$ cat src/rtl/vga_pkg.sv
// vga_pkg
//   Shared 640x480 @ 60 Hz raster constants and the pixel-coordinate type used
//   by the timing generator and every mapper that consumes DrawX/DrawY.
package vga_pkg;

    localparam int H_VISIBLE = 640;
    localparam int H_FP      = 16;
    localparam int H_SYNC    = 96;
    localparam int H_BP      = 48;
    localparam int V_VISIBLE = 480;
    localparam int V_FP      = 10;
    localparam int V_SYNC    = 2;
    localparam int V_BP      = 33;

    localparam int H_TOTAL = H_VISIBLE + H_FP + H_SYNC + H_BP;  // 800
    localparam int V_TOTAL = V_VISIBLE + V_FP + V_SYNC + V_BP;  // 525

    typedef logic [9:0] coord_t;

endpackage

$ cat src/rtl/vga_axis_counter.sv
// vga_axis_counter
//   One raster axis: a wrapping counter plus its active-low sync and visible
//   flags. The flags are registered from the next count, so they change on the
//   same edge as the count they describe.
// Ports:
//   clk, rst   clock, asynchronous active-high reset
//   en         advance the counter on this edge
//   count      current position, 0..TOTAL-1
//   wrap       combinational: this enabled edge takes count from TOTAL-1 to 0
//   sync_n     low while SYNC_START <= count < SYNC_END
//   visible    high while count < VISIBLE
module vga_axis_counter
    import vga_pkg::*;
#(
    parameter int TOTAL      = H_TOTAL,
    parameter int VISIBLE    = H_VISIBLE,
    parameter int SYNC_START = H_VISIBLE + H_FP,
    parameter int SYNC_END   = H_VISIBLE + H_FP + H_SYNC
) (
    input  logic   clk,
    input  logic   rst,
    input  logic   en,
    output coord_t count,
    output logic   wrap,
    output logic   sync_n,
    output logic   visible
);

    localparam coord_t LAST   = coord_t'(TOTAL - 1);
    localparam coord_t VIS    = coord_t'(VISIBLE);
    localparam coord_t SYNC_S = coord_t'(SYNC_START);
    localparam coord_t SYNC_E = coord_t'(SYNC_END);

    coord_t count_nxt;

    always_comb begin
        wrap      = en && (count == LAST);
        count_nxt = count;
        if (en)
            count_nxt = wrap ? '0 : count + coord_t'(1);
    end

    always_ff @(posedge clk or posedge rst) begin
        if (rst) begin
            count   <= '0;
            sync_n  <= 1'b1;
            visible <= 1'b1;        // position 0 is inside the visible area
        end else begin
            count   <= count_nxt;
            sync_n  <= !((count_nxt >= SYNC_S) && (count_nxt < SYNC_E));
            visible <= (count_nxt < VIS);
        end
    end

endmodule

$ cat src/rtl/vga_timing_gen.sv
// vga_timing_gen
//   VGA raster timing from the system clock. A toggling pixel enable halves
//   the clock; the horizontal axis advances on enabled edges and the vertical
//   axis on horizontal wraps.
// Ports:
//   Clk          system clock (2 Clk per pixel)
//   Reset        asynchronous active-high reset
//   pixel_clk    Clk/2, straight from the pixel-enable register
//   hs, vs       active-low syncs, aligned with DrawX/DrawY
//   blank        1 = active video
//   sync         composite sync, always 0
//   DrawX/DrawY  raw raster counters (not clamped; gate on blank)
//   frame_start  one-Clk pulse on the first (0,0) cycle after a frame wrap
module vga_timing_gen
    import vga_pkg::*;
#(
    parameter int H_VISIBLE = vga_pkg::H_VISIBLE,
    parameter int H_FP      = vga_pkg::H_FP,
    parameter int H_SYNC    = vga_pkg::H_SYNC,
    parameter int H_BP      = vga_pkg::H_BP,
    parameter int V_VISIBLE = vga_pkg::V_VISIBLE,
    parameter int V_FP      = vga_pkg::V_FP,
    parameter int V_SYNC    = vga_pkg::V_SYNC,
    parameter int V_BP      = vga_pkg::V_BP
) (
    input  logic   Clk,
    input  logic   Reset,
    output logic   pixel_clk,
    output logic   hs,
    output logic   vs,
    output logic   blank,
    output logic   sync,
    output coord_t DrawX,
    output coord_t DrawY,
    output logic   frame_start
);

    logic pix_en;
    logic h_wrap, v_wrap;
    logic h_vis, v_vis;

    always_ff @(posedge Clk or posedge Reset) begin
        if (Reset) begin
            pix_en      <= 1'b0;
            frame_start <= 1'b0;
        end else begin
            pix_en      <= ~pix_en;
            // v_wrap fires on the edge that loads (0,0), so this register
            // rises exactly when the counters first show the new frame.
            frame_start <= v_wrap;
        end
    end

    vga_axis_counter #(
        .TOTAL      (H_VISIBLE + H_FP + H_SYNC + H_BP),
        .VISIBLE    (H_VISIBLE),
        .SYNC_START (H_VISIBLE + H_FP),
        .SYNC_END   (H_VISIBLE + H_FP + H_SYNC)
    ) u_h (
        .clk     (Clk),
        .rst     (Reset),
        .en      (pix_en),
        .count   (DrawX),
        .wrap    (h_wrap),
        .sync_n  (hs),
        .visible (h_vis)
    );

    vga_axis_counter #(
        .TOTAL      (V_VISIBLE + V_FP + V_SYNC + V_BP),
        .VISIBLE    (V_VISIBLE),
        .SYNC_START (V_VISIBLE + V_FP),
        .SYNC_END   (V_VISIBLE + V_FP + V_SYNC)
    ) u_v (
        .clk     (Clk),
        .rst     (Reset),
        .en      (h_wrap),
        .count   (DrawY),
        .wrap    (v_wrap),
        .sync_n  (vs),
        .visible (v_vis)
    );

    // Both visible flags are registers updated on the same edge as the
    // counters, so their AND adds no skew relative to DrawX/DrawY.
    assign blank     = h_vis & v_vis;
    assign pixel_clk = pix_en;
    assign sync      = 1'b0;

endmodule

$ cat config.mk
export PLATFORM = sky130hd
export DESIGN_NAME = vga_timing_gen
export DESIGN_NICKNAME = d
export VERILOG_FILES = /design/src/rtl/vga_pkg.sv /design/src/rtl/vga_axis_counter.sv /design/src/rtl/vga_timing_gen.sv
export SDC_FILE = /design/constraint.sdc
export NUM_CORES = 1
export LEC_CHECK = 0
export CORE_MARGIN = 2
export CORE_UTILIZATION = 42
export CTS_BUF_LIST = sky130_fd_sc_hd__clkbuf_8
export DETAILED_ROUTE_END_ITERATION = 16
export HOLD_SLACK_MARGIN = 0.05
export PLACE_DENSITY = 0.67
export SLEW_MARGIN = 0
export SYNTH_ARGS = -nofsm -noshare
export SYNTH_HDL_FRONTEND = slang
export SYNTH_HIERARCHICAL = 1
export SYNTH_SLANG_ARGS = --single-unit
$ cat constraint.sdc
create_clock -name Clk -period 6.7 [get_ports Clk]
set_input_delay 1.34 -clock Clk [delete_from_list [all_inputs] [get_ports Clk]]
set_output_delay 1.34 -clock Clk [all_outputs]
set_load 0.03 [all_outputs]
==> metrics.log, run 1 <==
[metrics] DRT Wirelength: 3210 um
[metrics] number of routed nets with antenna violations: 0
[metrics] final routed wire length divided by cell count: 14.5 um
[metrics] pin count of the biggest net entering global routing: 16
[metrics] per-cell via count in the routed design: 5.78
[metrics] Clk pin slew, worst setup/hold paths: 0.09 ns
[metrics] critical path class: flip-flop to flip-flop
[metrics] final count of negative-setup-slack endpoints: 0
[metrics] main flop type after synthesis: dfrtp_1
[metrics] hold buffer count at CTS: 0
[metrics] Skew-Pair Late Insertion Delay: between 0.2 and 0.3 ns
[metrics] Core Region: 3360 um2
[metrics] number of CTS-inserted buffers: 3
[metrics] Pwr Total: 262 uW
[metrics] nets in the synthesized netlist: 157
[metrics] endpoints failing hold: 0
[metrics] number of pins with negative max-slew slack in the final report: 0
[metrics] library cell with the largest summed area after synthesis: dfrtp_1
[metrics] run status: complete, no violations
[metrics] Layout fillers: 339
[metrics] startpoint types: flip-flop
[metrics] Reg power frac: 0.599
[metrics] unrepaired setup endpoints after global routing: false
[metrics] synthesis-to-layout area growth: 22.1%
[metrics] aggregate negative setup slack: 0 ns
[metrics] library cell with the highest instance count after synthesis: dfrtp_1
[metrics] clk root buf: clkbuf_8
[metrics] num ports: 28
[metrics] proportion of power drawn by combinational gates: 0.017
[metrics] TritonCTS clock tree: yes
[metrics] sequential fraction of the synthesis area: 0.443
[metrics] Initial Utilization: 0.440
[metrics] max cap viols: 0
[metrics] portion of synthesized cell area occupied by the leading cell type: 0.372
[metrics] Crit path required time: between 6 and 7 ns
[metrics] internal power consumption: 210 uW
[metrics] # rows: 21
[metrics] drt pass-1 iters: 4
[metrics] switching share of total power: 0.198
[metrics] placed cell count: 218
[metrics] number of global-route vias before repair: 1260
[metrics] Clock Path Buffers: 2
[metrics] leakage power: 0.000675 uW
[metrics] final critical-path share of the clock period: 0.521
[metrics] Avg Synthesized Cell Area: 9.74 um2
[metrics] CP Max Fanout: 15
[metrics] number of unique standard cell types used by synthesis: 46
[metrics] Die Outline Area: 4020 um2
[metrics] cell count after synthesis: between 150 and 200
[metrics] post-layout minimum cycle time: between 3 and 4 ns
[metrics] Relative slew margins: 0.428
[metrics] Die Y: 63.4 um
[metrics] PostCTS Resize Cnt: 0
[metrics] share of synthesized flip-flops with an asynchronous set or reset: 1.00
[metrics] Tightest Hold Check Type: flip-flop to flip-flop
[metrics] reported net switching power: 51.8 uW
[metrics] clock share of power: 0.384
[metrics] H-Tree Depth: 1
[metrics] share of cells above drive strength 1: 0.0909
[metrics] number of enable-type register cells in the synthesized netlist: 0
[metrics] remaining global-route overflow: 0
[metrics] post-CTS setup buffer count: 0
[metrics] Port Buffers: 26
[metrics] DP HPWL: 2310 um
[metrics] worst ir drop on vdd: 0.0856 mV
[metrics] worst clock skew on the final layout: 0.00604 ns
[metrics] Iteration-0 DRC Markers: 102
[metrics] leading cell types by total area after synthesis: dfrtp_1, dfstp_2, xnor2_1, nand2_1, xor2_1
[metrics] vias post-DR: 1283
[metrics] global placer's final weighted congestion: 0.865
[metrics] count of antenna diodes in the layout: 0
[metrics] synth warn: 6
[metrics] Cell Pwr Density: 145 nW/um2
[metrics] GRT Resource Usage Total: 0.174
[metrics] number of standard cells in the layout, taps in and fillers out: approximately 220
[metrics] Synth Cell Area: 1480 um2
[metrics] Yosys reg bits: 26
[metrics] slew at the pin with the worst max-slew slack: about 0.86 ns
[metrics] nature of the critical path endpoint: flip-flop
[metrics] worst path arrival time: 3.68 ns
[metrics] die width: 63.4 um
[metrics] DRC errors left: 0
[metrics] final net count: roughly 180
[metrics] global-route wire length before repair: 5630 um
[metrics] initial antenna violation count: 0
[metrics] TritonCTS Sinks: 26
[metrics] Synth top cells by count: dfrtp_1, nand2_1, nor2_1, a21oi_1, inv_1
[metrics] maximum achievable frequency: about 290 MHz
-- cell type report --
type,instances,area [um2],area share
inverters,8,30.0,0.0166
well taps,46,57.6,0.0319
flip-flops and latches,26,656,0.363
multi-input cells,112,748,0.414
repair buffers,26,260,0.144
clock buffers,4,55.1,0.0305
-- power by group through the flow --
stage	Sequential [uW]	Clock [uW]	Combinational, uW
finish	157	100	4.53
global route	157	111	5.29
CTS	157	105	4.85
detailed placement	160	0	4.86
global placement	160	0	4.73
floorplan	160	0	3.60
-- state kept, by name (all words and copies together), names as in the netlist --
| signal | flops |
|---|---|
| u_v/visible | 1 |
| u_v/count | 10 |
| u_h/count | 10 |
| u_v/sync_n | 1 |
| u_h/sync_n | 1 |
| u_h/visible | 1 |
| frame_start | 1 |
| pixel_clk | 1 |
-- through the flow --
| stage | setup slack [ns] | hold slack (ns) | cell area [um2] | util |
|---|---|---|---|---|
| 2_1_floorplan | 3.67 | 0.595 | 1480 | - |
| 3_3_place_gp | 3.42 | 0.535 | 1750 | 0.521 |
| 3_5_place_dp | 3.28 | 0.548 | 1750 | 0.521 |
| 4_1_cts | 3.25 | 0.561 | 1810 | 0.537 |
| 5_1_grt | 2.89 | 0.589 | 1810 | 0.537 |
| 6_report | 3.21 | 0.544 | 1810 | 0.537 |
-- cells by family (layout without fill, tap and decap cells) --
kind of cell | count (synthesis) | after routing | share of synthesized area
buffers and inverters | 14 | 38 | 0.0516
adders and majority gates | 3 | 3 | 0.0254
DFF | 26 | 26 | 0.443
muxes | 1 | 1 | 0.00676
and+or+nand+nor | 67 | 67 | 0.278
other | 1 | 1 | 0.00253
xor gates and xnor gates | 12 | 12 | 0.0710
AOI/OAI and AO/OA | 28 | 28 | 0.122
-- layer usage --
metal | share of wire | wire (um) | GRT usage
met2 | 0.50 | 1610 | 0.305
met4 | 0.015 | 48 | 0.0788
met1 | 0.43 | 1400 | 0.209
met3 | 0.050 | 159 | 0.0250
met5 | 0 | 0 | 0
-- worst max-delay path, stage by stage, from the launching register on --
cell,delay [ns]
dfrtp_1,0.46
ha_1,0.28
and4_2,0.30
nand3_1,0.11
nor2_1,0.69
nand4_1,0.43
or3b_2,0.56
a21oi_1,0.16
o2bb2ai_1,0.08
or3_1,0.34
-- final timing paths --
kind | depth (start not counted) | start | to | slack [ns]
setup reg to reg | 9 | u_h/count[0] | u_v/sync_n | 3.21
min in group asynchronous | 2 | Reset | frame_start | 1.27
max in group asynchronous | 2 | Reset | u_h/visible | 4.90
hold / removal | 1 | u_v/count[9] | u_v/count[9] | 0.54
setup / recovery | 9 | u_h/count[0] | u_v/sync_n | 3.21
hold reg to reg | 1 | u_v/count[9] | u_v/count[9] | 0.54
-- placed cells by master, fill, tap and decap left out, drive strengths merged, types with 2 or more instances in the layout --
| cell type | n |
|---|---|
| ha | 3 |
| xor2 | 5 |
| or3b | 2 |
| inv | 8 |
| o22ai | 2 |
| a21oi | 8 |
| xnor2 | 7 |
| or3 | 4 |
| nand3 | 6 |
| a211oi | 2 |
| nand2b | 4 |
| nor2 | 11 |
| dfrtp | 22 |
| clkdlybuf4s50 | 26 |
| nand4b | 2 |
| dfstp | 4 |
| nand2 | 15 |
| nand3b | 3 |
| clkbuf | 4 |
| o21ai | 8 |
| nand4 | 6 |
| and3 | 2 |
| nor4b | 3 |
Note: power is estimated with default switching activity, not from simulation.
==> run 2, diff against run 1 <==
==> constraint.sdc (replaced) <==
create_clock -name Clk -period 3.66 [get_ports Clk]
set_input_delay 0.732 -clock Clk [delete_from_list [all_inputs] [get_ports Clk]]
set_output_delay 0.732 -clock Clk [all_outputs]
set_load 0.03 [all_outputs]
==> metrics.log, run 2 (synthesis gave the netlist of run 1 again) <==
[metrics] run status: complete, no violations
[metrics] num ports: 28
[metrics] Initial Utilization: 0.440
[metrics] slew at the pin with the worst max-slew slack: ~0.65 ns
[metrics] aggregate negative setup slack: 0 ns
[metrics] final count of negative-setup-slack endpoints: 0
[metrics] final net count: approximately 180
[metrics] synthesis-to-layout area growth: 22.4%
[metrics] Clock Path Buffers: 2
[metrics] share of cells above drive strength 1: 0.0955
[metrics] DRC errors left: 0
[metrics] Layout Utilization: 0.539
[metrics] number of standard cells in the layout, taps in and fillers out: 224
[metrics] final critical-path share of the clock period: 0.799
[metrics] remaining global-route overflow: 0
[metrics] Port Buffers: 26
[metrics] drt pass-1 iters: 4
[metrics] global-route wire length before repair: 5460 um
[metrics] Relative slew margins: 0.558
[metrics] placed cell count: 220
[metrics] Core Region: 3360 um2
[metrics] nature of the critical path endpoint: flip-flop
[metrics] DRT Wirelength: 3160 um
[metrics] number of pins with negative max-slew slack in the final report: 0
[metrics] worst path arrival time: 3.11 ns
[metrics] global placer's final weighted congestion: 0.831
[metrics] # rows: 21
[metrics] endpoints failing hold: 0
[metrics] largest registers: u_h/count x10, u_v/count x10
[metrics] pin count of the biggest net entering global routing: 16
[metrics] per-cell via count in the routed design: 5.56
[metrics] hold buffer count at CTS: 0
[metrics] unrepaired setup endpoints after global routing: false
[metrics] Final Hold Slack: between 0.5 and 0.6 ns
[metrics] critical path class: flip-flop to flip-flop
[metrics] worst clock skew on the final layout: 0.00963 ns
[metrics] number of routed nets with antenna violations: 0
[metrics] TritonCTS clock tree: yes
[metrics] Skew-Pair Late Insertion Delay: about 0.27 ns
[metrics] startpoint types: flip-flop
[metrics] Tightest Hold Check Type: flip-flop to flip-flop
[metrics] GRT Resource Usage Total: 0.170
[metrics] Iteration-0 DRC Markers: 72
[metrics] Cell Pwr Density: 253 nW/um2
[metrics] Clk pin slew, worst setup/hold paths: 0.09 ns
[metrics] Die Outline Area: 4020 um2
[metrics] final routed wire length divided by cell count: roughly 14 um
[metrics] TritonCTS Sinks: 26
[metrics] maximum achievable frequency: 342 MHz
[metrics] Layout fillers: between 300 and 400
[metrics] commonest cells after routing, fill and taps aside: clkdlybuf4s50_1, dfrtp_1, nand2_1, nor2_1, inv_1
[metrics] leakage power: 0.000682 uW
[metrics] Die Y: 63.4 um
[metrics] initial antenna violation count: 0
[metrics] H-Tree Depth: 1
[metrics] CP Max Fanout: 15
[metrics] post-CTS setup buffer count: 0
[metrics] number of global-route vias before repair: 1155
[metrics] post-layout minimum cycle time: 2.93 ns
[metrics] die width: 63.4 um
[metrics] clk root buf: clkbuf_8
[metrics] DP HPWL: approximately 2300 um
[metrics] count of antenna diodes in the layout: 0
[metrics] number of CTS-inserted buffers: 3
[metrics] vias post-DR: roughly 1200
[metrics] PostCTS Resize Cnt: 0
[metrics] reg2reg setup slack: 0.73 ns
[metrics] Crit path required time: 3.85 ns
[metrics] max cap viols: 0
[metrics] most common cell after layout, fill and taps aside: clkdlybuf4s50_1
[metrics] worst ir drop on vdd: 0.131 mV
==> run 2: report_power, final <==
part | total, uW | internal, uW | switching [uW]
clock network | 162 | 75.1 | 87.0
registers | 287 | 287 | 0
logic | 8.42 | 1.17 | 7.25
total | 458 | 363 | 94.3
==> run 2: path summary, 6_finish.rpt <==
check	from	end	cells after the start
max	u_h/count[0]	u_v/sync_n	10
min	u_v/count[9]	u_v/count[9]	1
max reg2reg	u_h/count[0]	u_v/sync_n	10
min reg2reg	u_v/count[9]	u_v/count[9]	1
max in group asynchronous	Reset	u_v/visible	2
min in group asynchronous	Reset	frame_start	2
==> run 2: layout make-up <==
type / count / area [um2] / area share
Clock inverter: 1 / 3.75 / 0.00207
Sequential cell: 26 / 656 / 0.362
Multi-Input combinational cell: 112 / 748 / 0.413
Tap cell: 46 / 57.6 / 0.0318
Timing Repair Buffer: 28 / 275 / 0.152
Clock buffer: 3 / 41.3 / 0.0228
Inverter: 8 / 30.0 / 0.0166
==> run 2: worst max-delay path: stages (launching register included) <==
cell and delay [ns]:
dfrtp_1 0.45, ha_1 0.27, and4_2 0.29, nand3_1 0.11
nor2_1 0.12, buf_4 0.19, nand4_1 0.28, or3b_2 0.54
a21oi_1 0.16, o2bb2ai_1 0.08, or3_1 0.34
==> run 2: per-stage QoR <==
stage          instance area [um2]  setup WS, ns  total power, uW
2_1_floorplan                 1480         0.631              299
3_3_place_gp                  1770         0.854              302
3_5_place_dp                  1770         0.767              302
4_1_cts                       1810         0.729              466
5_1_grt                       1810         0.437              481
6_report                      1810         0.734              458
==> run 2: per-layer routing <==
metal  GRT usage  vias up  share of wire  wire length (um)
li1            -      595              -                 -
met1       0.223      610           0.45              1410
met2       0.292       37           0.50              1580
met3      0.0250        4          0.042               134
met4      0.0489        0         0.0079                25
met5           0        -              0                 0
==> run 3, diff against run 2 <==
==> constraint.sdc (replaced) <==
create_clock -name Clk -period 2.9 [get_ports Clk]
set_input_delay 0.58 -clock Clk [delete_from_list [all_inputs] [get_ports Clk]]
set_output_delay 0.58 -clock Clk [all_outputs]
set_load 0.03 [all_outputs]
==> metrics.log, run 3 (synthesis gave the netlist of run 1 again) <==
[metrics] most common cell after layout, fill and taps aside: clkdlybuf4s50_1
[metrics] final routed wire length divided by cell count: 13.6 um
[metrics] Iteration-0 DRC Markers: 61
[metrics] global-route wire length before repair: 5560 um
[metrics] H-Tree Depth: 1
[metrics] die width: 63.4 um
[metrics] global placer's final weighted congestion: 0.950
[metrics] Core Region: 3360 um2
[metrics] vias post-DR: 1220
[metrics] number of routed nets with antenna violations: 0
[metrics] Pwr Total: approximately 600 uW
[metrics] placed cell count: 222
[metrics] # rows: 21
[metrics] unrepaired setup endpoints after global routing: false
[metrics] final count of negative-setup-slack endpoints: 0
[metrics] clock share of power: 0.381
[metrics] number of pins with negative max-slew slack in the final report: 0
[metrics] share of cells above drive strength 1: 0.128
[metrics] num ports: 28
[metrics] internal power consumption: 485 uW
[metrics] post-CTS setup buffer count: 0
[metrics] startpoint types: flip-flop
[metrics] aggregate negative setup slack: 0 ns
[metrics] leakage power: 0.000691 uW
[metrics] Die Outline Area: 4020 um2
[metrics] final critical-path share of the clock period: 0.900
[metrics] drt pass-1 iters: 4
[metrics] maximum achievable frequency: between 300 and 400 MHz
[metrics] reg2reg setup slack: slightly below 0.3 ns
[metrics] worst r2r dst: u_v/sync_n
[metrics] number of standard cells in the layout, taps in and fillers out: 226
[metrics] count of antenna diodes in the layout: 0
[metrics] Die Y: 63.4 um
[metrics] Reg power frac: 0.601
[metrics] pin count of the biggest net entering global routing: 15
[metrics] Tightest Hold Check Type: input pin to async pin
[metrics] R2R depth: 9
[metrics] remaining global-route overflow: 0
[metrics] nature of the critical path endpoint: flip-flop
[metrics] TritonCTS clock tree: yes
[metrics] clk root buf: clkbuf_8
[metrics] DRT Wirelength: 3080 um
[metrics] initial antenna violation count: 0
[metrics] Skew-Pair Late Insertion Delay: 0.26 ns
[metrics] Clock Path Buffers: 2
[metrics] worst flop-to-flop path startpoint: u_h/count[0]
[metrics] DP HPWL: 2250 um
[metrics] critical path class: flip-flop to flip-flop
[metrics] max cap viols: 0
[metrics] final net count: 186
[metrics] worst clock skew on the final layout: 0.00174 ns
[metrics] reported net switching power: 118 uW
[metrics] Final Worst Setup Slack: about 0.29 ns
[metrics] Clk pin slew, worst setup/hold paths: roughly 0.090 ns
[metrics] Initial Utilization: 0.440
[metrics] CP Max Fanout: 7
[metrics] slew at the pin with the worst max-slew slack: 0.523 ns
[metrics] largest registers: u_h/count x10, u_v/count x10
[metrics] post-layout minimum cycle time: 2.61 ns
[metrics] pre-CTS setup slack: around 0.33 ns
[metrics] TritonCTS Sinks: 26
[metrics] per-cell via count in the routed design: between 5 and 6
[metrics] proportion of power drawn by combinational gates: 0.018
[metrics] run status: complete, no violations
[metrics] synthesis-to-layout area growth: 24.4%
[metrics] Cell Pwr Density: 327 nW/um2
[metrics] hold buffer count at CTS: 0
[metrics] Layout Utilization: 0.548
[metrics] DRC errors left: 0
[metrics] worst path arrival time: around 2.8 ns
[metrics] endpoints failing hold: 0
[metrics] Port Buffers: 26
[metrics] switching share of total power: 0.195
[metrics] worst ir drop on vdd: 0.242 mV
[metrics] PostCTS Resize Cnt: 0
[metrics] Crit path required time: 3.09 ns
[metrics] number of CTS-inserted buffers: 3
[metrics] Relative slew margins: 0.642
[metrics] commonest cells after routing, fill and taps aside: clkdlybuf4s50_1, dfrtp_1, nand2_1, nor2_1
[metrics] number of global-route vias before repair: between 1000 and 1500
[metrics] GRT Resource Usage Total: 0.169
## run 3: cell types whose count changed in the layout (fill, tap and decap cells not counted)
| cell | change |
|---|---|
| nor2_2 | +1 |
| buf_4 | +2 |
| dfrtp_2 | +2 |
| dfrtp_1 | -2 |
| inv_1 | -1 |
| nor2_1 | -1 |
| clkbuf_8 | +1 |
## run 3: routing by layer
layer	GRT usage	up-vias	wire length, um
met4	0.0408	0	19
li1	-	598	-
met3	0.0232	2	102
met1	0.250	596	1540
met2	0.263	24	1410
met5	0	-	0
## run 3: power by group through the flow
stage          logic, uW  clock network (uW)  registers, uW
4_1_cts             11.2                 242            363
3_3_place_gp        10.8                   0            369
3_5_place_dp        11.1                   0            369
6_report            10.6                 230            362
2_1_floorplan       8.31                   0            369
5_1_grt             12.4                 252            363
## run 3: how the worst max path moves through the flow
stage | startpoint | end | slack (ns) | cells after the start
final | u_h/count[0] | u_v/sync_n | 0.29 | 9
after global placement | u_h/count[0] | u_v/sync_n | 0.44 | 9
after detailed placement | u_h/count[0] | u_v/sync_n | 0.33 | 9
after CTS | u_h/count[0] | u_v/sync_n | 0.31 | 9
after global routing | u_h/count[1] | u_v/sync_n | 0.09 | 9
after floorplan | u_h/count[0] | u_v/sync_n | 0.06 | 10
## run 3: worst max-delay path: stages, from the launching register on
cell	delay, ns
dfrtp_2	0.42
ha_1	0.25
and4_2	0.30
nand3_1	0.12
nor2_2	0.14
nand4_1	0.17
or3b_2	0.50
a21oi_1	0.18
o2bb2ai_1	0.09
or3_1	0.35
## run 3: through the flow
step / hold slack [ns] / cell area (um2)
2_1_floorplan: 0.321 / 1490
3_3_place_gp: 0.530 / 1790
3_5_place_dp: 0.539 / 1790
4_1_cts: 0.506 / 1840
5_1_grt: 0.544 / 1840
6_report: 0.510 / 1840
## run 3: layout make-up
class | count | area, um2
Multi-Input combinational cell | 112 | 751
Sequential cell | 26 | 658
Timing Repair Buffer | 30 | 290
Clock buffer | 4 | 55.1
Tap cell | 46 | 57.6
Fill cell | 323 | 1520
Inverter | 8 | 30.0
